--- src/rtl/mem_nic_access_unit_pkg.sv ---
`default_nettype none
// ============================================================================
// Module      : mau_pkg
// Description : Shared types and address-field constants for the stage-3
//               memory/NIC access unit.
// Revision    : 1.0 - initial release
// ============================================================================
package mau_pkg;

  typedef enum logic [0:0] {
    IDLE = 1'b0,
    WAIT = 1'b1
  } mau_state_e;

  localparam logic [1:0] NIC_REGION_TAG = 2'b11;
  localparam int         NIC_REG_WIDTH  = 2;
  localparam int         CH_LSB         = 2;
  localparam int         CH_WIDTH       = 4;
  localparam int         PPP_WIDTH      = 3;

endpackage
`default_nettype wire

--- src/rtl/mem_nic_access_unit_if.sv ---
`default_nettype none
// ============================================================================
// Module      : mem_nic_access_unit_if
// Description : Pipeline, DMEM, NIC and writeback signals of the stage-3
//               access unit. The unit attaches through the slave modport.
// Revision    : 1.0 - initial release
// ============================================================================
interface mem_nic_access_unit_if
  import mau_pkg::*;
#(
  parameter int DATA_WIDTH     = 64,
  parameter int ADDR_WIDTH     = 16,
  parameter int REG_ADDR_WIDTH = 5,
  parameter int NIC_CHANNELS   = 4
);
  logic                               ex_valid;
  logic                               ex_load;
  logic                               ex_store;
  logic                               ex_wr_en;
  logic [REG_ADDR_WIDTH-1:0]          ex_rd;
  logic [PPP_WIDTH-1:0]               ex_ppp;
  logic [ADDR_WIDTH-1:0]              ex_addr;
  logic [DATA_WIDTH-1:0]              ex_wdata;
  logic [DATA_WIDTH-1:0]              alu_result;

  logic                               dmem_en;
  logic                               dmem_we;
  logic [ADDR_WIDTH-1:0]              dmem_addr;
  logic [DATA_WIDTH-1:0]              dmem_wdata;
  logic [DATA_WIDTH-1:0]              dmem_rdata;

  logic [NIC_CHANNELS-1:0]            nic_req;
  logic                               nic_we;
  logic [NIC_REG_WIDTH-1:0]           nic_reg;
  logic [DATA_WIDTH-1:0]              nic_wdata;
  logic [NIC_CHANNELS*DATA_WIDTH-1:0] nic_rdata;
  logic [NIC_CHANNELS-1:0]            nic_ack;

  logic                               stall;
  logic [DATA_WIDTH-1:0]              fwd_data;
  logic                               wb_en;
  logic [REG_ADDR_WIDTH-1:0]          wb_rd;
  logic [DATA_WIDTH-1:0]              wb_data;
  logic [PPP_WIDTH-1:0]               wb_ppp;
  logic                               err;

  modport master (
    output ex_valid, ex_load, ex_store, ex_wr_en, ex_rd, ex_ppp, ex_addr,
           ex_wdata, alu_result, dmem_rdata, nic_rdata, nic_ack,
    input  dmem_en, dmem_we, dmem_addr, dmem_wdata, nic_req, nic_we,
           nic_reg, nic_wdata, stall, fwd_data, wb_en, wb_rd, wb_data,
           wb_ppp, err
  );

  modport slave (
    input  ex_valid, ex_load, ex_store, ex_wr_en, ex_rd, ex_ppp, ex_addr,
           ex_wdata, alu_result, dmem_rdata, nic_rdata, nic_ack,
    output dmem_en, dmem_we, dmem_addr, dmem_wdata, nic_req, nic_we,
           nic_reg, nic_wdata, stall, fwd_data, wb_en, wb_rd, wb_data,
           wb_ppp, err
  );

endinterface
`default_nettype wire

--- src/rtl/mem_nic_access_unit_addr_decode.sv ---
`default_nettype none
// ============================================================================
// Module      : mau_addr_decode
// Description : Splits a load/store address into region, NIC channel and
//               NIC register fields, and flags channels that do not exist.
// Revision    : 1.0 - initial release
// ============================================================================
module mau_addr_decode
  import mau_pkg::*;
#(
  parameter int NIC_CHANNELS = 4
) (
  input  logic [1:0]                   addr_tag,
  input  logic [CH_LSB+CH_WIDTH-1:0]   addr_low,
  output logic                         is_nic,
  output logic [CH_WIDTH-1:0]          channel,
  output logic [NIC_REG_WIDTH-1:0]     nic_reg,
  output logic                         bad_channel
);

  always_comb begin
    is_nic      = (addr_tag == NIC_REGION_TAG);
    channel     = addr_low[CH_LSB +: CH_WIDTH];
    nic_reg     = addr_low[NIC_REG_WIDTH-1:0];
    // One extra bit so NIC_CHANNELS=16 compares without wrapping
    bad_channel = is_nic & ({1'b0, channel} >= (CH_WIDTH+1)'(NIC_CHANNELS));
  end

endmodule
`default_nettype wire

--- src/rtl/mem_nic_access_unit.sv ---
`default_nettype none
// ============================================================================
// Module      : mem_nic_access_unit
// Description : Stage-3 load/store steering to DMEM or NIC channels, NIC
//               wait stall, result mux, forwarding and writeback register.
//               Optional NIC ack timeout enabled by MAU_NIC_TIMEOUT_EN.
// Revision    : 1.0 - initial release
// ============================================================================
module mem_nic_access_unit
  import mau_pkg::*;
#(
  parameter int DATA_WIDTH     = 64,
  parameter int ADDR_WIDTH     = 16,
  parameter int REG_ADDR_WIDTH = 5,
  parameter int NIC_CHANNELS   = 4,
  parameter int NIC_TIMEOUT    = 15
) (
  input  logic                 clk,
  input  logic                 rst,
  mem_nic_access_unit_if.slave bus
);

  logic                      is_nic;
  logic                      bad_channel;
  logic [CH_WIDTH-1:0]       channel;
  logic [NIC_REG_WIDTH-1:0]  nic_reg;

  logic                      mem_op;
  logic                      is_load;
  logic                      nic_op;
  logic                      ack_sel;
  logic [DATA_WIDTH-1:0]     rdata_sel;
  logic [NIC_CHANNELS-1:0]   ch_onehot;
  logic                      timeout;
  logic                      error_case;
  logic [DATA_WIDTH-1:0]     result;
  logic                      stall;
  logic [NIC_CHANNELS-1:0]   nic_req;

  mau_state_e                state_q, state_d;
  logic                      wb_en_q, wb_en_d;
  logic [REG_ADDR_WIDTH-1:0] wb_rd_q, wb_rd_d;
  logic [DATA_WIDTH-1:0]     wb_data_q, wb_data_d;
  logic [PPP_WIDTH-1:0]      wb_ppp_q, wb_ppp_d;
  logic                      err_q, err_d;

  mau_addr_decode #(
    .NIC_CHANNELS (NIC_CHANNELS)
  ) u_addr_decode (
    .addr_tag    (bus.ex_addr[ADDR_WIDTH-1 -: 2]),
    .addr_low    (bus.ex_addr[CH_LSB+CH_WIDTH-1:0]),
    .is_nic      (is_nic),
    .channel     (channel),
    .nic_reg     (nic_reg),
    .bad_channel (bad_channel)
  );

  // Reset gates every request so nothing leaves the block in the reset cycle
  always_comb begin
    mem_op  = bus.ex_valid & (bus.ex_load | bus.ex_store) & ~rst;
    is_load = bus.ex_load & ~bus.ex_store;
    nic_op  = mem_op & is_nic & ~bad_channel;
  end

  always_comb begin
    ack_sel   = 1'b0;
    rdata_sel = '0;
    ch_onehot = '0;
    for (int c = 0; c < NIC_CHANNELS; c++) begin
      if (channel == CH_WIDTH'(c)) begin
        ack_sel      = bus.nic_ack[c];
        rdata_sel    = bus.nic_rdata[c*DATA_WIDTH +: DATA_WIDTH];
        ch_onehot[c] = 1'b1;
      end
    end
  end

`ifdef MAU_NIC_TIMEOUT_EN
  localparam int CNT_W = $clog2(NIC_TIMEOUT + 1);

  logic [CNT_W-1:0] wait_cnt_q, wait_cnt_d;

  assign timeout = (state_q == WAIT) & nic_op & ~ack_sel &
                   (wait_cnt_q == CNT_W'(NIC_TIMEOUT));

  // Counter is zero in IDLE, so entering WAIT naturally loads 1
  always_comb begin
    wait_cnt_d = (state_d == WAIT) ? wait_cnt_q + 1'b1 : '0;
  end

  always_ff @(posedge clk) begin
    if (rst) begin
      wait_cnt_q <= '0;
    end else begin
      wait_cnt_q <= wait_cnt_d;
    end
  end
`else
  assign timeout = 1'b0;
`endif

  always_ff @(posedge clk) begin
    if (rst) begin
      state_q <= IDLE;
    end else begin
      state_q <= state_d;
    end
  end

  always_comb begin
    state_d = state_q;
    unique case (state_q)
      IDLE:    if (nic_op & ~ack_sel) state_d = WAIT;
      WAIT:    if (~nic_op | ack_sel | timeout) state_d = IDLE;
      default: state_d = IDLE;
    endcase
  end

  always_comb begin
    stall   = nic_op & ~ack_sel & ~timeout;
    nic_req = (nic_op & ~timeout) ? ch_onehot : '0;
  end

  always_comb begin
    error_case = (mem_op & bad_channel) | timeout;
    result     = is_load ? (is_nic ? rdata_sel : bus.dmem_rdata) : bus.alu_result;
  end

  // A stalled edge inserts a bubble but keeps the previous payload
  always_comb begin
    wb_en_d   = 1'b0;
    wb_rd_d   = wb_rd_q;
    wb_data_d = wb_data_q;
    wb_ppp_d  = wb_ppp_q;
    if (!stall) begin
      wb_en_d   = bus.ex_valid & bus.ex_wr_en & ~bus.ex_store & ~error_case;
      wb_rd_d   = bus.ex_rd;
      wb_data_d = result;
      wb_ppp_d  = bus.ex_ppp;
    end
    err_d = err_q | error_case;
  end

  always_ff @(posedge clk) begin
    if (rst) begin
      wb_en_q   <= 1'b0;
      wb_rd_q   <= '0;
      wb_data_q <= '0;
      wb_ppp_q  <= '0;
      err_q     <= 1'b0;
    end else begin
      wb_en_q   <= wb_en_d;
      wb_rd_q   <= wb_rd_d;
      wb_data_q <= wb_data_d;
      wb_ppp_q  <= wb_ppp_d;
      err_q     <= err_d;
    end
  end

  assign bus.dmem_en    = mem_op & ~is_nic;
  assign bus.dmem_we    = bus.ex_store;
  assign bus.dmem_addr  = bus.ex_addr;
  assign bus.dmem_wdata = bus.ex_wdata;
  assign bus.nic_req    = nic_req;
  assign bus.nic_we     = bus.ex_store;
  assign bus.nic_reg    = nic_reg;
  assign bus.nic_wdata  = bus.ex_wdata;
  assign bus.stall      = stall;
  assign bus.fwd_data   = result;
  assign bus.wb_en      = wb_en_q;
  assign bus.wb_rd      = wb_rd_q;
  assign bus.wb_data    = wb_data_q;
  assign bus.wb_ppp     = wb_ppp_q;
  assign bus.err        = err_q;

endmodule
`default_nettype wire

--- src/flat_wrapper.sv ---
// flat-port wrapper written by rule: the top's interface ports become plain ports
module mem_nic_access_unit_flat import mau_pkg::*;
#(
  parameter int DATA_WIDTH     = 64,
  parameter int ADDR_WIDTH     = 16,
  parameter int REG_ADDR_WIDTH = 5,
  parameter int NIC_CHANNELS   = 4,
  parameter int NIC_TIMEOUT    = 15
)
  (clk, rst, bus_ex_valid, bus_ex_load, bus_ex_store, bus_ex_wr_en, bus_ex_rd, bus_ex_ppp, bus_ex_addr, bus_ex_wdata, bus_alu_result, bus_dmem_rdata, bus_nic_rdata, bus_nic_ack, bus_dmem_en, bus_dmem_we, bus_dmem_addr, bus_dmem_wdata, bus_nic_req, bus_nic_we, bus_nic_reg, bus_nic_wdata, bus_stall, bus_fwd_data, bus_wb_en, bus_wb_rd, bus_wb_data, bus_wb_ppp, bus_err);
  mem_nic_access_unit_if #(.DATA_WIDTH(DATA_WIDTH), .ADDR_WIDTH(ADDR_WIDTH), .REG_ADDR_WIDTH(REG_ADDR_WIDTH), .NIC_CHANNELS(NIC_CHANNELS)) bus_i ();
  input  logic clk;
  input  logic rst;
  input wire logic [$bits(bus_i.ex_valid)-1:0] bus_ex_valid;
  input wire logic [$bits(bus_i.ex_load)-1:0] bus_ex_load;
  input wire logic [$bits(bus_i.ex_store)-1:0] bus_ex_store;
  input wire logic [$bits(bus_i.ex_wr_en)-1:0] bus_ex_wr_en;
  input wire logic [$bits(bus_i.ex_rd)-1:0] bus_ex_rd;
  input wire logic [$bits(bus_i.ex_ppp)-1:0] bus_ex_ppp;
  input wire logic [$bits(bus_i.ex_addr)-1:0] bus_ex_addr;
  input wire logic [$bits(bus_i.ex_wdata)-1:0] bus_ex_wdata;
  input wire logic [$bits(bus_i.alu_result)-1:0] bus_alu_result;
  input wire logic [$bits(bus_i.dmem_rdata)-1:0] bus_dmem_rdata;
  input wire logic [$bits(bus_i.nic_rdata)-1:0] bus_nic_rdata;
  input wire logic [$bits(bus_i.nic_ack)-1:0] bus_nic_ack;
  output wire logic [$bits(bus_i.dmem_en)-1:0] bus_dmem_en;
  output wire logic [$bits(bus_i.dmem_we)-1:0] bus_dmem_we;
  output wire logic [$bits(bus_i.dmem_addr)-1:0] bus_dmem_addr;
  output wire logic [$bits(bus_i.dmem_wdata)-1:0] bus_dmem_wdata;
  output wire logic [$bits(bus_i.nic_req)-1:0] bus_nic_req;
  output wire logic [$bits(bus_i.nic_we)-1:0] bus_nic_we;
  output wire logic [$bits(bus_i.nic_reg)-1:0] bus_nic_reg;
  output wire logic [$bits(bus_i.nic_wdata)-1:0] bus_nic_wdata;
  output wire logic [$bits(bus_i.stall)-1:0] bus_stall;
  output wire logic [$bits(bus_i.fwd_data)-1:0] bus_fwd_data;
  output wire logic [$bits(bus_i.wb_en)-1:0] bus_wb_en;
  output wire logic [$bits(bus_i.wb_rd)-1:0] bus_wb_rd;
  output wire logic [$bits(bus_i.wb_data)-1:0] bus_wb_data;
  output wire logic [$bits(bus_i.wb_ppp)-1:0] bus_wb_ppp;
  output wire logic [$bits(bus_i.err)-1:0] bus_err;
  assign bus_i.ex_valid = bus_ex_valid;
  assign bus_i.ex_load = bus_ex_load;
  assign bus_i.ex_store = bus_ex_store;
  assign bus_i.ex_wr_en = bus_ex_wr_en;
  assign bus_i.ex_rd = bus_ex_rd;
  assign bus_i.ex_ppp = bus_ex_ppp;
  assign bus_i.ex_addr = bus_ex_addr;
  assign bus_i.ex_wdata = bus_ex_wdata;
  assign bus_i.alu_result = bus_alu_result;
  assign bus_i.dmem_rdata = bus_dmem_rdata;
  assign bus_i.nic_rdata = bus_nic_rdata;
  assign bus_i.nic_ack = bus_nic_ack;
  assign bus_dmem_en = bus_i.dmem_en;
  assign bus_dmem_we = bus_i.dmem_we;
  assign bus_dmem_addr = bus_i.dmem_addr;
  assign bus_dmem_wdata = bus_i.dmem_wdata;
  assign bus_nic_req = bus_i.nic_req;
  assign bus_nic_we = bus_i.nic_we;
  assign bus_nic_reg = bus_i.nic_reg;
  assign bus_nic_wdata = bus_i.nic_wdata;
  assign bus_stall = bus_i.stall;
  assign bus_fwd_data = bus_i.fwd_data;
  assign bus_wb_en = bus_i.wb_en;
  assign bus_wb_rd = bus_i.wb_rd;
  assign bus_wb_data = bus_i.wb_data;
  assign bus_wb_ppp = bus_i.wb_ppp;
  assign bus_err = bus_i.err;
  mem_nic_access_unit #(.DATA_WIDTH(DATA_WIDTH), .ADDR_WIDTH(ADDR_WIDTH), .REG_ADDR_WIDTH(REG_ADDR_WIDTH), .NIC_CHANNELS(NIC_CHANNELS), .NIC_TIMEOUT(NIC_TIMEOUT)) u_core (.clk(clk), .rst(rst), .bus(bus_i));
endmodule
--- config.mk ---
export PLATFORM = sky130hd
export DESIGN_NAME = mem_nic_access_unit_flat
export DESIGN_NICKNAME = d
export VERILOG_FILES = /design/src/rtl/mem_nic_access_unit_pkg.sv /design/src/rtl/mem_nic_access_unit_if.sv /design/src/rtl/mem_nic_access_unit_addr_decode.sv /design/src/rtl/mem_nic_access_unit.sv /design/src/flat_wrapper.sv
export SDC_FILE = /design/constraint.sdc
export NUM_CORES = 1
export LEC_CHECK = 0
export CORE_AREA = 2 2 298 300
export DETAILED_ROUTE_END_ITERATION = 8
export DIE_AREA = 0 0 300 302
export PLACE_DENSITY = 0.3
export SLEW_MARGIN = 20
export SYNTH_ARGS = -nofsm -noshare
export SYNTH_HDL_FRONTEND = slang
export SYNTH_SLANG_ARGS = --single-unit
--- constraint.sdc ---
create_clock -name clk -period 1.85 [get_ports clk]
set_clock_uncertainty 0.1 [all_clocks]
set_input_delay 0.2775 -clock clk [delete_from_list [all_inputs] [get_ports clk]]
set_output_delay 0.2775 -clock clk [all_outputs]
set_load 0.05 [all_outputs]
==> results_dict.tcl <==
set metrics [dict create \
    status "complete, but fails checks" \
    failing_checks "setup timing" \
    sequential_area_share_after_synthesis 0.1901 \
    drt-total-wl_mm 72.52 \
    fillerInstances 9729 \
    grt.total_usage 0.1509 \
    max-slew-margin-rel 0.6969 \
    tritoncts "built" \
    hold_class "reg -> reg" \
    placed_cell_area_mm2 0.01619 \
    postLayoutCoreUtil 0.2195 \
    layout_common_cells "sky130_fd_sc_hd__clkdlybuf4s50_1, sky130_fd_sc_hd__buf_4, sky130_fd_sc_hd__buf_12" \
    grt_pass1_vias 12110 \
    ctsLongestPathBuffers 2 \
    syn_to_final_growth_pct 146.6 \
    tritoncts_num_sinks 74 \
    mostFrequentLayoutCell "sky130_fd_sc_hd__clkdlybuf4s50_1" \
    max_cap_viol_count 0 \
    detail_route.wl_per_cell_um 25.38 \
    finalNetCount 2168 \
    drive_above_1_share 0.4376 \
    synth.yosys.warnings 0 \
    drt-pass1-iter-count 4 \
    maxClockFrequency_mhz 478.2 \
    grt_first_pass_wirelength_mm 96.03 \
    dieHeight_um 302 \
    timing.final.hold_violations 0 \
    master_cell_of_the_clock_root_buffer "sky130_fd_sc_hd__clkbuf_16" \
    detailedPlacementHpwl_mm 50.10 \
    grt_antenna_before_repair 8 \
    setup_viol 68 \
    worst_setup_ep_type "primary output" \
    critical_path_peak_fanout 4 \
    postSynthNetCount 1533 \
    synth_area_leader_cell "sky130_fd_sc_hd__dfxtp_1" \
    ioPinCount 774 \
    netlist_top_cells_area "sky130_fd_sc_hd__dfxtp_1, sky130_fd_sc_hd__buf_4, sky130_fd_sc_hd__o22ai_1, sky130_fd_sc_hd__a211o_1, sky130_fd_sc_hd__o2111ai_1" \
    postLayoutCellArea_mm2 0.01922 \
    timing_max_transition_violations_final 0 \
    crit_required_ns 1.47 \
    total_power_w 0.008969 \
    io_buffers 559 \
    post_place_worst_slack_ns -0.7227 \
    clk_latency_ns 0.37 \
    ys_seq_elements 74 \
    vias 11090 \
    finalWeightedCongestion 0.8636 \
    vias_per_cell 3.882 \
    synthFlopType "sky130_fd_sc_hd__dfxtp_1" \
    powerDensity_mw_per_mm2 466.7 \
    netlist_instances 1051 \
    floorplan.die_area_mm2 0.09060 \
    drc_errors 0 \
    ir_drop_mv 0.4380 \
    grt_setup_unrepaired "true" \
    initial_core_utilization 0.08901 \
    numCtsBuffers 9 \
    cts.reportedPaths.clkPinSlew_ns 0.07 \
    number_of_nets_with_antenna_violations_after_detailed_routing 0 \
    dieWidth_um 300 \
    core-area_mm2 0.08756 \
    grt_max_degree 35 \
    postSynth.asyncResetShare 0 \
    post_synth_edffs 0 \
    cellLeakagePower_nw 7.448 \
    postCtsHoldBufs 0 \
    period_minus_slack_ns 2.091 \
    path_class "in -> out" \
    cts_max_level 3 \
    post_synth_num_cell_types 46 \
    area_share_of_the_largest_cell_type_after_synthesis 0.1901 \
    mean_instance_size_in_the_synthesized_netlist_um2 7.416 \
    finalCritPeriodShare 1.130 \
    post_synthesis_cell_area_mm2 0.007794 \
    crit_path_start_kind "primary input" \
    critPathArrivalTime_ns 1.71 \
    std_cell_rows 109 \
    max_slew.worst_pin.slew_ns 0.4547 \
    initialDrtViolationCount 500 \
    grt-ovfl-total 0 \
    minimum_setup_slack_in_the_final_design_ns -0.2410 \
]
## sequential cells by signal, summed over array words and instances (netlist names)
name                flops
u_core.bus.wb_data     64
u_core.bus.err          1
u_core.bus.wb_ppp       3
u_core.bus.wb_rd        5
u_core.bus.wb_en        1
## cell type report
| type | instances | area [um2] | share of cell area |
|---|---|---|---|
| Timing Repair Buffer | 886 | 9798 | 0.5098 |
| Inverter | 55 | 217.7 | 0.01133 |
| Multi-Input combinational cell | 660 | 5936 | 0.3089 |
| Clock buffer | 13 | 280.3 | 0.01458 |
| Sequential cell | 74 | 1481 | 0.07708 |
| Tap cell | 1165 | 1458 | 0.07585 |
| Clock inverter | 3 | 45.04 | 0.002344 |
| Antenna cell | 1 | 2.502 | 0.0001302 |
## power by group
part / switching, W / internal [W]
clock: 0.000956 / 0.00120
sequential: 0.0000774 / 0.00171
combinational: 0.00254 / 0.00249
## cells by family after synthesis
kind of cell    share of synthesized area
mux                              0.004174
flops                              0.1901
simple gates                       0.1384
compound gates                     0.4262
buf+inv                            0.2411
## metrics by stage
stage | hold WS (ns) | TNS, ns | std cells
after floorplan | 0.3284 | 0 | 1051
after global placement | 0.3484 | -84.67 | 2739
after detailed placement | 0.3581 | -88.75 | 2739
after CTS | 0.3581 | -11.47 | 2831
after global routing | 0.3790 | -14.57 | 2856
final | 0.3738 | -11.28 | 2857
## final timing paths
check,from,depth (start not counted),slack [ns],to
min,u_core.bus.err$_SDFF_PP0_,1,0.37,u_core.bus.err$_SDFF_PP0_
min reg2reg,u_core.bus.err$_SDFF_PP0_,1,0.37,u_core.bus.err$_SDFF_PP0_
max reg2reg,u_core.bus.wb_data[5]$_SDFFE_PP0N_,2,0.79,u_core.bus.wb_data[5]$_SDFFE_PP0N_
max,bus_ex_addr[4],10,-0.24,bus_fwd_data[21]
## routing by layer
metal	part of all wire	GRT usage	vias up
li1	-	-	5124
met1	0.41	0.1800	5338
met2	0.49	0.2634	470
met3	0.068	0.03850	146
met4	0.033	0.04905	12
met5	0.0011	0	-
## worst max-delay path, cell delays in order
cell and delay [ns]:
sky130_fd_sc_hd__buf_8 0.11, sky130_fd_sc_hd__or2_4 0.26, sky130_fd_sc_hd__nor2_4 0.10, sky130_fd_sc_hd__buf_12 0.15
sky130_fd_sc_hd__buf_16 0.14, sky130_fd_sc_hd__buf_12 0.15, sky130_fd_sc_hd__buf_8 0.12, sky130_fd_sc_hd__o2111ai_4 0.12
sky130_fd_sc_hd__nand2_2 0.11, sky130_fd_sc_hd__buf_12 0.13
## cells in the mapped netlist, drive strengths merged (2+ instances only)
cell / number
buf: 205
dfxtp: 74
o22ai: 72
nand2: 64
clkbuf: 57
inv: 55
nor2b: 51
o21ai: 50
o2111ai: 49
a211o: 48
a31oi: 48
o41ai: 48
and3: 43
a21o: 42
a21oi: 29
nor2: 22
o32ai: 16
a21boi: 15
o31a: 15
o31ai: 9
nand4: 8
nand3: 7
o2bb2ai: 7
and2: 3
nor3: 2
or2: 2
## repair_timing
item                       CTS  global route
buffers inserted            61            23
cloned                      17             5
resized for setup          267            50
setup endpoints to repair  143            70
pin swaps                   83            27
(Power assumes the default switching activity.)
